--- src/rtl/timer_pkg.sv ---
`default_nettype none
// ============================================================================
// Module   : timer_pkg
// Purpose  : Shared constants, types and seven-segment encoding for mmss_timer.
// Revision : 1.0
// ============================================================================
package timer_pkg;

  // Time held as four BCD digits, most significant minutes digit first.
  typedef struct packed {
    logic [3:0] m1;
    logic [3:0] m0;
    logic [3:0] s1;
    logic [3:0] s0;
  } mmss_t;

  localparam mmss_t MMSS_ONE = '{m1: 4'd0, m0: 4'd0, s1: 4'd0, s0: 4'd1};

  localparam logic       SEL_SEC     = 1'b0;
  localparam logic       SEL_MIN     = 1'b1;
  localparam logic       DP_ON       = 1'b0;
  localparam logic       DP_OFF      = 1'b1;
  localparam logic [6:0] SEG_BLANK   = 7'b1111111;
  localparam logic [3:0] AN_BLANK    = 4'b1111;
  localparam logic [1:0] SCAN_DP_IDX = 2'd2;

  function automatic int unsigned rate_div(input int unsigned clk_hz,
                                           input int unsigned rate_hz);
    int unsigned d;
    d = clk_hz / rate_hz;
    return (d == 0) ? 1 : d;
  endfunction

  // Active-low segments, bit order g..a; non-decimal codes go dark.
  function automatic logic [6:0] seg7_encode(input logic [3:0] v);
    logic [6:0] s;
    case (v)
      4'd0:    s = 7'b1000000;
      4'd1:    s = 7'b1111001;
      4'd2:    s = 7'b0100100;
      4'd3:    s = 7'b0110000;
      4'd4:    s = 7'b0011001;
      4'd5:    s = 7'b0010010;
      4'd6:    s = 7'b0000010;
      4'd7:    s = 7'b1111000;
      4'd8:    s = 7'b0000000;
      4'd9:    s = 7'b0010000;
      default: s = SEG_BLANK;
    endcase
    return s;
  endfunction

endpackage
`default_nettype wire

--- src/rtl/strobe_gen.sv ---
`default_nettype none
// ============================================================================
// Module   : strobe_gen
// Purpose  : Free-running prescaler emitting a one-cycle strobe every DIV
//            enabled clocks.
// Revision : 1.0
// ============================================================================
module strobe_gen #(
  parameter int unsigned DIV = 2
) (
  input  logic clk,
  input  logic reset,
  input  logic en,
  input  logic clr,
  output logic strobe
);

  localparam int unsigned     CW   = (DIV > 1) ? $clog2(DIV) : 1;
  localparam logic [CW-1:0]   LAST = CW'(DIV - 1);

  logic [CW-1:0] cnt_q;
  logic [CW-1:0] cnt_d;

  always_comb begin
    cnt_d = cnt_q;
    if (clr) begin
      cnt_d = '0;
    end else if (en) begin
      cnt_d = (cnt_q == LAST) ? '0 : cnt_q + 1'b1;
    end
  end

  always_ff @(posedge clk or posedge reset) begin
    if (reset) begin
      cnt_q <= '0;
    end else begin
      cnt_q <= cnt_d;
    end
  end

  // A clear restarts the full period, so it also swallows a coincident strobe.
  assign strobe = en & ~clr & (cnt_q == LAST);

endmodule
`default_nettype wire

--- src/rtl/mmss_timer.sv ---
`default_nettype none
// ============================================================================
// Module   : mmss_timer
// Purpose  : MM:SS up/down timer with adjust mode, driving a multiplexed
//            four-digit active-low seven-segment display.
// Revision : 1.0
// ============================================================================
module mmss_timer
  import timer_pkg::*;
#(
  parameter int unsigned CLK_HZ   = 100_000_000,
  parameter int unsigned TICK_HZ  = 1,
  parameter int unsigned ADJ_HZ   = 2,
  parameter int unsigned BLINK_HZ = 2,
  parameter int unsigned SCAN_HZ  = 1000,
  parameter int unsigned MAX_MIN  = 99
) (
  input  logic       clk,
  input  logic       reset,
  input  logic       run,
  input  logic       adjust,
  input  logic       sel,
  input  logic       dir,
  input  logic       clr,
  output logic [7:0] seg,
  output logic [3:0] an,
  output logic       expired,
  output logic       at_zero
);

  localparam int unsigned TICK_DIV  = rate_div(CLK_HZ, TICK_HZ);
  localparam int unsigned ADJ_DIV   = rate_div(CLK_HZ, ADJ_HZ);
  localparam int unsigned BLINK_DIV = rate_div(CLK_HZ, BLINK_HZ);
  localparam int unsigned SCAN_DIV  = rate_div(CLK_HZ, SCAN_HZ);

  localparam logic [3:0] MAX_M1 = 4'(MAX_MIN / 10);
  localparam logic [3:0] MAX_M0 = 4'(MAX_MIN % 10);

  logic tick_stb;
  logic adj_stb;
  logic blink_stb;
  logic scan_stb;

  mmss_t      time_q,  time_d;
  logic       exp_q,   exp_d;
  logic [1:0] scan_q,  scan_d;
  logic       blink_q, blink_d;
  logic [3:0] an_q,    an_d;
  logic [7:0] seg_q,   seg_d;
  logic [3:0] digit;

  strobe_gen #(.DIV(TICK_DIV)) u_tick (
    .clk    (clk),
    .reset  (reset),
    .en     (run & ~adjust),
    .clr    (clr),
    .strobe (tick_stb)
  );

  strobe_gen #(.DIV(ADJ_DIV)) u_adj (
    .clk    (clk),
    .reset  (reset),
    .en     (adjust),
    .clr    (clr),
    .strobe (adj_stb)
  );

  strobe_gen #(.DIV(BLINK_DIV)) u_blink (
    .clk    (clk),
    .reset  (reset),
    .en     (1'b1),
    .clr    (1'b0),
    .strobe (blink_stb)
  );

  strobe_gen #(.DIV(SCAN_DIV)) u_scan (
    .clk    (clk),
    .reset  (reset),
    .en     (1'b1),
    .clr    (1'b0),
    .strobe (scan_stb)
  );

  // Seconds field only: 59 -> 00 without touching minutes.
  function automatic mmss_t sec_inc(input mmss_t t);
    mmss_t r;
    r = t;
    if (t.s0 == 4'd9) begin
      r.s0 = 4'd0;
      r.s1 = (t.s1 == 4'd5) ? 4'd0 : t.s1 + 4'd1;
    end else begin
      r.s0 = t.s0 + 4'd1;
    end
    return r;
  endfunction

  function automatic mmss_t min_inc(input mmss_t t);
    mmss_t r;
    r = t;
    if (t.m1 == MAX_M1 && t.m0 == MAX_M0) begin
      r.m1 = 4'd0;
      r.m0 = 4'd0;
    end else if (t.m0 == 4'd9) begin
      r.m0 = 4'd0;
      r.m1 = t.m1 + 4'd1;
    end else begin
      r.m0 = t.m0 + 4'd1;
    end
    return r;
  endfunction

  function automatic mmss_t count_up(input mmss_t t);
    mmss_t r;
    if (t.s1 == 4'd5 && t.s0 == 4'd9) begin
      r    = min_inc(t);
      r.s1 = 4'd0;
      r.s0 = 4'd0;
    end else begin
      r = sec_inc(t);
    end
    return r;
  endfunction

  // Down-count saturates at 00:00 rather than wrapping.
  function automatic mmss_t count_down(input mmss_t t);
    mmss_t r;
    r = t;
    if (t == '0) begin
      r = t;
    end else if (t.s1 == 4'd0 && t.s0 == 4'd0) begin
      r.s1 = 4'd5;
      r.s0 = 4'd9;
      if (t.m0 == 4'd0) begin
        r.m0 = 4'd9;
        r.m1 = t.m1 - 4'd1;
      end else begin
        r.m0 = t.m0 - 4'd1;
      end
    end else if (t.s0 == 4'd0) begin
      r.s0 = 4'd9;
      r.s1 = t.s1 - 4'd1;
    end else begin
      r.s0 = t.s0 - 4'd1;
    end
    return r;
  endfunction

  always_comb begin
    time_d = time_q;
    exp_d  = 1'b0;
    if (clr) begin
      time_d = '0;
    end else if (adj_stb) begin
      time_d = (sel == SEL_SEC) ? sec_inc(time_q) : min_inc(time_q);
    end else if (tick_stb) begin
      if (dir) begin
        time_d = count_down(time_q);
        exp_d  = (time_q == MMSS_ONE);
      end else begin
        time_d = count_up(time_q);
      end
    end
  end

  always_comb begin
    scan_d  = scan_stb  ? scan_q + 2'd1 : scan_q;
    blink_d = blink_stb ? ~blink_q      : blink_q;

    case (scan_q)
      2'd0:    digit = time_q.s0;
      2'd1:    digit = time_q.s1;
      2'd2:    digit = time_q.m0;
      default: digit = time_q.m1;
    endcase

    // Upper scan half carries the minutes, lower half the seconds.
    an_d = ~(4'b0001 << scan_q);
    if (adjust && blink_q && ((sel == SEL_MIN) == scan_q[1])) begin
      an_d = AN_BLANK;
    end

    seg_d = {((scan_q == SCAN_DP_IDX) ? DP_ON : DP_OFF), seg7_encode(digit)};
  end

  always_ff @(posedge clk or posedge reset) begin
    if (reset) begin
      time_q  <= '0;
      exp_q   <= 1'b0;
      scan_q  <= 2'd0;
      blink_q <= 1'b0;
      an_q    <= AN_BLANK;
      seg_q   <= 8'hFF;
    end else begin
      time_q  <= time_d;
      exp_q   <= exp_d;
      scan_q  <= scan_d;
      blink_q <= blink_d;
      an_q    <= an_d;
      seg_q   <= seg_d;
    end
  end

  assign seg     = seg_q;
  assign an      = an_q;
  assign expired = exp_q;
  assign at_zero = (time_q == '0);

endmodule
`default_nettype wire

--- config.mk ---
export PLATFORM = sky130hd
export DESIGN_NAME = mmss_timer
export DESIGN_NICKNAME = d
export VERILOG_FILES = /design/src/rtl/timer_pkg.sv /design/src/rtl/strobe_gen.sv /design/src/rtl/mmss_timer.sv
export SDC_FILE = /design/constraint.sdc
export NUM_CORES = 1
export LEC_CHECK = 0
export BUFFER_PORTS_ARGS = -buffer_cell sky130_fd_sc_hd__buf_2
export CAP_MARGIN = 30
export CORE_MARGIN = 1.5
export CORE_UTILIZATION = 40
export CTS_CLUSTER_SIZE = 30
export DETAILED_ROUTE_END_ITERATION = 10
export SYNTH_ARGS = -nofsm -noshare
export SYNTH_HDL_FRONTEND = slang
export SYNTH_HIERARCHICAL = 1
export SYNTH_SLANG_ARGS = --single-unit
--- constraint.sdc ---
create_clock -name clk -period 6.6 [get_ports clk]
set_clock_uncertainty 0.1 [all_clocks]
set_input_delay 0.66 -clock clk [delete_from_list [all_inputs] [get_ports clk]]
set_output_delay 0.66 -clock clk [all_outputs]
set_load 0.1 [all_outputs]
==> results of run 1 <==
critical path: stages, from the launching register on:
cell and delay, ns:
dfrtp_1 0.41, and4_1 0.46, nand4_1 0.25, nor3_1 0.86, nor2b_1 0.44, nand2b_1 0.36, o21a_2 0.22, and2_4 0.16
mux2_1 0.31
power by group through the flow:
| stage | sequential, uW | combinational (uW) | clock, uW |
|---|---|---|---|
| 2_1_floorplan | 984 | 259 | 0 |
| 3_3_place_gp | 901 | 420 | 0 |
| 3_5_place_dp | 901 | 426 | 0 |
| 4_1_cts | 887 | 427 | 972 |
| 5_1_grt | 896 | 470 | 1000 |
| 6_report | 888 | 435 | 951 |
final timing paths:
kind / from / endpoint / slack, ns / cells past startpoint
min in group clk: u_tick/cnt_q[15] / u_tick/cnt_q[15] / 0.40 / 1
min reg2reg: u_tick/cnt_q[15] / u_tick/cnt_q[15] / 0.40 / 1
max reg2reg: u_adj/cnt_q[12] / time_q[13] / 2.88 / 8
max: u_adj/cnt_q[12] / time_q[13] / 2.88 / 8
min: reset / u_tick/cnt_q[4] / 0.18 / 2
max in group asynchronous: reset / seg[2] / 5.43 / 3
kinds of logic after synthesis:
kind of cell             after synthesis  share of synthesized area (%)
multiplexers                          19                           2.27
adder cells (fa/ha/maj)               24                           3.44
AO/OA/AOI/OAI                        237                           19.1
AND/OR/NAND/NOR                      486                           31.7
flip-flops                           128                           36.9
other                                  2                         0.0861
buffers and inverters                 95                           4.76
XOR/XNOR                              18                           1.81
state kept, by name, summed over array words and instances (netlist names):
signal / cells
expired: 1
u_tick/cnt_q: 27
scan_q: 2
time_q: 16
u_scan/cnt_q: 17
seg: 8
u_blink/cnt_q: 26
an: 4
u_adj/cnt_q: 26
blink_q: 1
cells in the final DEF, fill, tap and decap left out, types with 12 or more instances in the layout:
cell type  netlist  routed
dfstp_2         12      12
nor3_1          23      23
ha_1            24      24
o21ai_0         39      39
nor2b_1         19      19
a31oi_1         32      32
inv_1           39      39
o211ai_1        17      17
xor2_1          15      15
nor2_1          79      79
and3_1          24      24
conb_1           2      23
a21oi_1         43      43
nand3_1         67      67
nand4_1         53      53
clkbuf_16        0      17
and4_1          18      18
nor4_1          12      12
dfrtp_1        116     116
nand2_1         94      94
mux2i_1         13      13
nand2b_1        13      13
buf_2           14      20
routing by layer:
metal  up-vias  GRT usage [%]
li1       3833              -
met2       186           31.5
met5         -              0
met4         0           7.09
met1      3830           28.3
met3        33           3.24
area by class of cell:
type | instances | area (um^2) | area share [%]
multi-input cells | 807 | 5170 | 53.5
flip-flops and latches | 128 | 3220 | 33.3
clock buffers | 24 | 472 | 4.88
well taps | 275 | 344 | 3.56
repair buffers | 25 | 198 | 2.05
inverters | 39 | 146 | 1.51
clock inverters | 7 | 113 | 1.17
metrics by stage:
stage                     area [um^2]  hold WS (ns)  power, uW
after CTS                        9660         0.175       2290
after detailed placement         9080         0.388       1330
after global placement           9000         0.386       1320
final                            9660         0.180       2270
after floorplan                  8810         0.341       1240
after global routing             9660         0.192       2370
==> impl_metrics.py, run 1 <==
metrics = {
    "floorplan": {
        "die_area_um2": 22700,
        "io_pins": 21,
        "rows": 53,
        "die_w_um": 151,
        "start_util_pct": 41.1,
        "coreArea_um2": 21200,
        "die_h_um": 151,
    },
    "drt": {
        "postRouteAntennaNets": 0,
        "wire_per_inst_um": 17.1,
        "viasPerCell": 6.04,
        "highest-signal-layer": "met4",
        "dr_wl_met3_mm": 1.06,
        "vias": 7882,
        "drt_iter0_markers": 527,
        "wl_met1_mm": 10.5,
        "drc": 0,
        "first_pass_iters": 7,
        "met2_length_mm": 10.4,
        "wirelength_mm": 22.4,
    },
    "place": {
        "post-place-ws_ns": 2.80,
        "dp_hpwl_mm": 15.4,
        "gp_congestion": 0.881,
        "dp_cells": 1274,
        "port_buffers": 20,
    },
    "power": {
        "combinationalPowerShare_pct": 19.1,
        "pwr-share-clk_pct": 41.8,
        "power.density_nw_per_um2": 235,
        "p_leak_uw": 0.00387,
        "p_sw_share_pct": 30.9,
        "seqPwrFrac_pct": 39.1,
        "ir_worst_vdd_v": 0.000142,
        "p_int_uw": 1570,
        "p_switching_uw": 703,
    },
    "timing": {
        "rsz0062_at_grt": "no",
        "hold_violations": 0,
        "setup_ws_ns": 2.88,
        "tightest_slew_ns": 0.992,
        "slew_headroom_pct": 33.4,
        "setup_viol": 0,
        "finalSetupTns_ns": 0,
        "fmax_mhz": 269,
        "slew_viol_final": 0,
        "fin_crit_ns": 3.72,
        "fin_crit_sh_pct": 56.3,
    },
    "clock_network": {
        "postCtsSetupBuffers": 0,
        "clkSlewWorstSetupHoldPaths_ns": 0.06,
        "cts_resized": 0,
        "cts_tree": "done",
        "worstSkewPairLatency_ns": 0.42,
        "cts_buffers": 17,
        "cts-hold-fix-buffers": 0,
        "htree_levels": 4,
        "cts_root_buf": "clkbuf_16",
        "cts.sinks": 128,
        "clock_path_buffers": 2,
    },
    "worst_setup_path": {
        "endpoint_kind": "flop",
        "crit_required_ns": 6.80,
        "critical_path_class": "flop to flop",
        "cp_max_fo": 15,
        "cp.arrival_ns": 3.92,
        "start_kind": "flop",
    },
    "grt": {
        "grt_antenna_before_repair": 0,
        "grt_max_degree": 56,
        "first_global_vias": 7223,
        "grt_pass1_wl_mm": 36.9,
        "grt.total_usage_pct": 20.2,
        "grt_overflow": 0,
    },
    "synth": {
        "synthArstFlopShare_pct": 100,
        "synth_area_um2": 8730,
        "synth_edf_count": 0,
        "synth_cell_types": 88,
        "synth_top_area_share_pct": 33.3,
        "yosysSeqAreaShare_pct": 36.9,
        "syn_inst": 1009,
        "yosys_register_bits": 128,
        "syn_avg_cell_area_um2": 8.65,
        "synthFlopType": "dfrtp_1",
        "synth_commonest_cells": "dfrtp_1 (116), nand2_1 (94), nor2_1 (79), nand3_1 (67), nand4_1 (53)",
        "synth_top_area_cell": "dfrtp_1",
        "ys_top_cells_by_area": "dfrtp_1 (33%), nand2_1 (4.0%), nand3_1 (3.8%), nand4_1 (3.8%), dfstp_2 (3.6%)",
        "ys_warn_count": 13,
        "yosysMostFrequentCell": "dfrtp_1",
    },
    "finish": {
        "fin_util_pct": 45.5,
        "area_growth_pct": 10.7,
        "diodes": 0,
        "nNetsFinal": 1049,
        "drive_gt1_share_pct": 9.90,
        "n_fill_cell": 2036,
        "layout.cells.non_filler": 1305,
    },
    "min_path": {
        "hold_path_class": "primary input to asynchronous set/reset pin",
    },
    "status": {
        "outcome": "finished clean",
    },
    "flow_run": {
        "drv_cap": 0,
    },
}
Power figures use the tool's default switching activity.
==> inputs of run 2 (changes only) <==
==> constraint.sdc (replaced) <==
create_clock -name clk -period 3.3 [get_ports clk]
set_clock_uncertainty 0.1 [all_clocks]
set_input_delay 0.33 -clock clk [delete_from_list [all_inputs] [get_ports clk]]
set_output_delay 0.33 -clock clk [all_outputs]
set_load 0.1 [all_outputs]
==> run 2 against run 1 <==
Against the previous run: cell area grew 2.1%; core utilization grew 0.95 points; routed wire length grew 1.4%; global-route usage grew 0.65 points; final cell count grew 1.5%; sequential share of layout area shrank 0.68 points; non-clock buffer count grew 19.
==> impl_metrics.py, run 2 (same netlist as run 1, synthesis figures left out) <==
metrics = {
    "min_path": {
        "holdPathEnd": "time_q[9]",
        "hold_path_class": "primary input to flop",
        "min_from": "dir",
        "hold_depth": 3,
    },
    "worst_setup_path": {
        "r2r_slack_ns": 0.35,
        "start_kind": "flop",
        "critical_path_class": "flop to flop",
        "rr_worst_depth": 10,
        "timing.rr.start": "u_adj/cnt_q[0]",
        "cp_max_fo": 10,
        "r2r-end": "time_q[0]",
        "cp.arrival_ns": 3.16,
        "crit_required_ns": 3.51,
        "endpoint_kind": "flop",
    },
    "clock_network": {
        "cts.sinks": 128,
        "cts_tree": "done",
        "postCtsSetupBuffers": 0,
        "clock_path_buffers": 2,
        "htree_levels": 4,
        "cts_buffers": 17,
        "clkSlewWorstSetupHoldPaths_ns": 0.06,
        "worstSkewPairLatency_ns": 0.43,
        "cts_root_buf": "clkbuf_16",
    },
    "timing": {
        "fmax_mhz": 339,
        "slew_headroom_pct": 40.2,
        "finalSetupTns_ns": 0,
        "rsz0062_at_grt": "no",
        "fin_crit_ns": 2.95,
        "fin_crit_sh_pct": 89.4,
        "hold_violations": 0,
        "tightest_slew_ns": 0.894,
        "setup_ws_ns": 0.351,
        "setup_viol": 0,
        "slew_viol_final": 0,
    },
    "grt": {
        "grt_use_met3_pct": 4.09,
        "grt.total_usage_pct": 20.8,
        "use_met2_pct": 33.0,
        "busiest_layer": "met2",
        "grt_use_met1_pct": 29.0,
        "first_global_vias": 7385,
        "grt_max_degree": 55,
        "grt_antenna_before_repair": 0,
        "grt_overflow": 0,
        "grt_pass1_wl_mm": 37.9,
    },
    "floorplan": {
        "start_util_pct": 41.1,
        "die_h_um": 151,
        "die_w_um": 151,
        "io_pins": 21,
        "rows": 53,
        "coreArea_um2": 21200,
        "die_area_um2": 22700,
    },
    "finish": {
        "largest_reg_flops": 27,
        "n_fill_cell": 2057,
        "reg_top3": "u_tick/cnt_q x27, u_adj/cnt_q x26, u_blink/cnt_q x26",
        "final_cell_mix": "dfrtp_1 (116), nand2_1 (94), nor2_1 (79)",
        "nNetsFinal": 1068,
        "drive_gt1_share_pct": 12.1,
        "area_growth_pct": 13.0,
        "diodes": 0,
        "final_common_cell": "dfrtp_1",
        "regMostFlops": "u_tick/cnt_q",
    },
    "power": {
        "p_int_uw": 3190,
        "p_switching_uw": 1510,
        "total_power_uw": 4690,
        "pwr-share-clk_pct": 43.2,
        "p_leak_uw": 0.00398,
        "p_sw_share_pct": 32.1,
        "seqPwrFrac_pct": 37.9,
        "combinationalPowerShare_pct": 18.9,
        "ir_worst_vdd_v": 0.000320,
        "power.density_nw_per_um2": 476,
    },
    "place": {
        "gp_congestion": 0.829,
        "dp_hpwl_mm": 15.6,
        "post-place-ws_ns": 0.136,
        "port_buffers": 20,
    },
    "status": {
        "outcome": "finished clean",
    },
    "flow_run": {
        "drv_cap": 0,
    },
    "drt": {
        "drc": 0,
        "wirelength_mm": 22.7,
        "wire_per_inst_um": 17.1,
        "viasPerCell": 5.99,
        "vias": 7943,
        "drt_iter0_markers": 525,
        "first_pass_iters": 6,
        "postRouteAntennaNets": 0,
    },
}
==> run 2: cell types whose count changed in the layout (fill, tap and decap cells not counted), sizes merged <==
cell	delta
inv	+4
clkinv	+1
buf	+18
dlygate4sd3	+1
clkinvlp	+1
clkbuf	-5
==> run 2: critical path, cell delays in order (launching register included) <==
cell      delay, ns
dfrtp_1        0.45
ha_1           0.29
and3_1         0.25
nand4_1        0.17
nor3_1         0.10
buf_4          0.18
nor4bb_1       0.45
nand4b_4       0.18
o21a_4         0.26
and2_4         0.16
mux2_2         0.25
==> run 2: worst max path at each step <==
| stage | startpoint | to | slack [ns] | depth (start not counted) |
|---|---|---|---|---|
| 2_1_floorplan | u_adj/cnt_q[0] | time_q[0] | 0.58 | 10 |
| 4_1_cts | u_adj/cnt_q[0] | time_q[13] | 0.13 | 9 |
| 5_1_grt | u_adj/cnt_q[9] | time_q[15] | 0.11 | 10 |
| 3_5_place_dp | u_adj/cnt_q[0] | time_q[13] | 0.14 | 9 |
| 3_3_place_gp | u_adj/cnt_q[0] | time_q[13] | 0.22 | 9 |
| 6_report | u_adj/cnt_q[0] | time_q[0] | 0.35 | 10 |
==> run 2: area by class of cell <==
class                      count  area, um^2  area share, %
multi-input combinational    807        5170           52.5
sequential                   128        3220           32.6
clock buffer                  19         453           4.59
timing repair buffer          44         350           3.55
tap                          275         344           3.49
clock inverter                13         178           1.80
inverter                      39         146           1.48
==> run 2: power groups by stage <==
stage / Combinational [uW] / Sequential (uW) / Clock (uW)
2_1_floorplan: 518 / 1970 / 0
3_3_place_gp: 857 / 1800 / 0
3_5_place_dp: 871 / 1800 / 0
4_1_cts: 874 / 1780 / 2070
5_1_grt: 965 / 1790 / 2150
6_report: 885 / 1780 / 2030
==> run 2: repair_timing <==
action | in CTS | in global routing
setup endpoints to repair | 0 | 1
hold buffers | 1 | 0
endpoints found under the hold margin | 55 | 0
gates resized for setup | 0 | 1
==> run 2: routing by layer <==
layer / routed length, um / up-vias
met5: 0 / -
met4: 345 / 0
met3: 990 / 26
met2: 10400 / 186
met1: 10900 / 3862
li1: - / 3869
==> run 2: per-stage QoR <==
stage | hold WS (ns) | instance area (um^2) | instances | util [%]
5_1_grt | 0.287 | 9860 | 1325 | 46.5
4_1_cts | 0.273 | 9860 | 1325 | 46.5
6_report | 0.291 | 9860 | 1325 | 46.5
2_1_floorplan | 0.156 | 8810 | 1030 | -
3_5_place_dp | 0.282 | 9220 | 1292 | 43.5
3_3_place_gp | 0.361 | 9120 | 1288 | 43.0
==> inputs of run 3 (changes only) <==
--- a/config.mk
+++ b/config.mk
@@ -6,11 +6,12 @@
 export NUM_CORES = 1
 export LEC_CHECK = 0
 export BUFFER_PORTS_ARGS = -buffer_cell sky130_fd_sc_hd__buf_2
-export CAP_MARGIN = 30
+export CAP_MARGIN = 20
 export CORE_MARGIN = 1.5
 export CORE_UTILIZATION = 40
 export CTS_CLUSTER_SIZE = 30
 export DETAILED_ROUTE_END_ITERATION = 10
+export PLACE_DENSITY = 0.58
 export SYNTH_ARGS = -nofsm -noshare
 export SYNTH_HDL_FRONTEND = slang
 export SYNTH_HIERARCHICAL = 1
==> run 3 against run 2 <==
Against the previous run: total power down 2.1%; setup slack better by 0.028 ns; first-iteration DRC count grew 13%; hold slack got worse by 0.063 ns; sequential cell count stayed put; maximum frequency increased by 0.96%; count of clock-buffer cells in the layout increased by 3; register-to-register slack improved by 0.04 ns; sequential share of layout area about the same; via count rose by 0.23%; routed wire length rose by 1.0%.
==> impl_metrics.py, run 3 (same netlist as run 1, synthesis figures left out) <==
metrics = {
    "worst_setup_path": {
        "cp_max_fo": 8,
        "timing.rr.start": "u_adj/cnt_q[0]",
        "startpoint": "time_q[8]",
        "crit_slowest_cell": "dfrtp_1",
        "cp-endpoint": "at_zero",
        "critical_path_class": "flop to primary output",
        "start_kind": "flop",
        "rr_worst_depth": 10,
        "endpoint_kind": "primary output",
        "r2r-end": "time_q[0]",
        "r2r_slack_ns": 0.39,
        "crit_required_ns": 2.87,
        "cpPeakStageDelay_ns": 0.50,
        "crit_chain": "inv_1 -> ha_1 -> nor3b_1 -> and3_1 -> buf_2",
        "cp.arrival_ns": 2.49,
    },
    "status": {
        "outcome": "finished clean",
    },
    "finish": {
        "n_fill_cell": 2079,
        "layout.cells.non_filler": 1326,
        "fin_util_pct": 46.4,
        "reg_top3": "u_tick/cnt_q x27, u_adj/cnt_q x26, u_blink/cnt_q x26",
        "diodes": 0,
        "nNetsFinal": 1069,
        "largest_reg_flops": 27,
        "area_growth_pct": 12.9,
        "final_common_cell": "dfrtp_1",
        "regMostFlops": "u_tick/cnt_q",
        "drive_gt1_share_pct": 12.0,
        "final_cell_mix": "dfrtp_1 (116), nand2_1 (94), nor2_1 (79)",
    },
    "min_path": {
        "hold_depth": 4,
        "hold_path_class": "primary input to flop",
    },
    "power": {
        "p_leak_uw": 0.00399,
        "p_switching_uw": 1480,
        "ir_worst_vdd_v": 0.000314,
        "power.density_nw_per_um2": 466,
        "seqPwrFrac_pct": 38.8,
        "combinationalPowerShare_pct": 19.4,
        "p_int_uw": 3120,
        "p_sw_share_pct": 32.1,
        "pwr-share-clk_pct": 41.8,
    },
    "floorplan": {
        "start_util_pct": 41.1,
        "coreArea_um2": 21200,
        "die_w_um": 151,
        "io_pins": 21,
        "rows": 53,
        "die_h_um": 151,
        "die_area_um2": 22700,
    },
    "drt": {
        "postRouteAntennaNets": 0,
        "wirelength_mm": 22.9,
        "first_pass_iters": 5,
        "vias": 7961,
        "drc": 0,
        "wire_per_inst_um": 17.3,
        "viasPerCell": 6.00,
        "drt_iter0_markers": 593,
    },
    "clock_network": {
        "cts-hold-fix-buffers": 1,
        "htree_levels": 4,
        "cts_tree": "done",
        "cts.sinks": 128,
        "worstSkewPairLatency_ns": 0.42,
        "cts_buffers": 17,
        "cts_root_buf": "clkbuf_16",
        "postCtsSetupBuffers": 0,
        "cts_resized": 0,
        "clkSlewWorstSetupHoldPaths_ns": 0.06,
        "clock_path_buffers": 2,
    },
    "grt": {
        "use_met2_pct": 33.0,
        "grt_antenna_before_repair": 0,
        "grt_pass1_wl_mm": 38.6,
        "busiest_layer": "met2",
        "grt_overflow": 0,
        "grt.total_usage_pct": 21.3,
        "first_global_vias": 7463,
        "grt_use_met1_pct": 30.1,
        "grt_max_degree": 54,
        "grt_use_met3_pct": 4.09,
    },
    "place": {
        "dp_cells": 1290,
        "gp_congestion": 0.822,
        "port_buffers": 20,
        "dp_hpwl_mm": 15.6,
    },
    "timing": {
        "setup_viol": 0,
        "finalSetupTns_ns": 0,
        "rsz0062_at_grt": "no",
        "hold_slack_ns": 0.228,
        "slew_headroom_pct": 44.1,
        "fmax_mhz": 342,
        "hold_violations": 0,
        "fin_crit_sh_pct": 88.5,
        "slew_viol_final": 0,
        "tightest_slew_ns": 0.836,
        "fin_crit_ns": 2.92,
    },
    "flow_run": {
        "drv_cap": 0,
    },
}
run 3: cell types whose count changed in the layout (fill, tap and decap cells not counted), moves of 2 or more:
cell,delta
bufinv_16,-2
clkbuf_16,+2
clkinv_2,+2
clkinv_4,-2
clkinvlp_4,-2
inv_4,+3
run 3: worst min-delay path by stage:
stage | start | to | slack, ns
3_3_place_gp | blink_q | blink_q | 0.36
3_5_place_dp | blink_q | blink_q | 0.37
4_1_cts | clr | u_tick/cnt_q[22] | 0.21
2_1_floorplan | reset | u_scan/cnt_q[0] | 0.16
5_1_grt | adjust | u_adj/cnt_q[11] | 0.25
6_report | clr | u_tick/cnt_q[22] | 0.23
run 3: per-layer routing:
metal / part of all wire, % / vias to the layer above
met5: 0 / -
met4: 1.5 / 0
met3: 4.2 / 26
met2: 46 / 172
met1: 48 / 3886
li1: - / 3877
run 3: area by class of cell:
cell class / count / area [um^2] / share of cell area [%]
Clock buffer: 22 / 507 / 5.14
Clock inverter: 10 / 93.8 / 0.953
Inverter: 39 / 146 / 1.49
Multi-Input combinational cell: 807 / 5170 / 52.5
Sequential cell: 128 / 3220 / 32.7
Tap cell: 275 / 344 / 3.49
Timing Repair Buffer: 45 / 370 / 3.76
run 3: metrics by stage:
| step | setup WS (ns) | cell area, um^2 | power, uW |
|---|---|---|---|
| 2_1_floorplan | 0.581 | 8810 | 2490 |
| 3_3_place_gp | 0.479 | 9130 | 2660 |
| 3_5_place_dp | 0.421 | 9160 | 2670 |
| 4_1_cts | 0.347 | 9770 | 4620 |
| 5_1_grt | 0.186 | 9850 | 4810 |
| 6_report | 0.379 | 9850 | 4590 |
run 3: power by group through the flow:
stage	Combinational (uW)	Sequential [uW]	Clock [uW]
floorplan	518	1970	0
global placement	857	1810	0
detailed placement	862	1810	0
CTS	867	1780	1970
global route	973	1800	2040
finish	890	1780	1920
run 3: worst max-delay path: cells and delay by family, from the launching register on:
kind,cells,cell delay (ns)
adder cells (fa/ha/maj),1,0.25
buffers and inverters,2,0.56
flip-flops,1,0.50
AND/OR/NAND/NOR,2,0.77
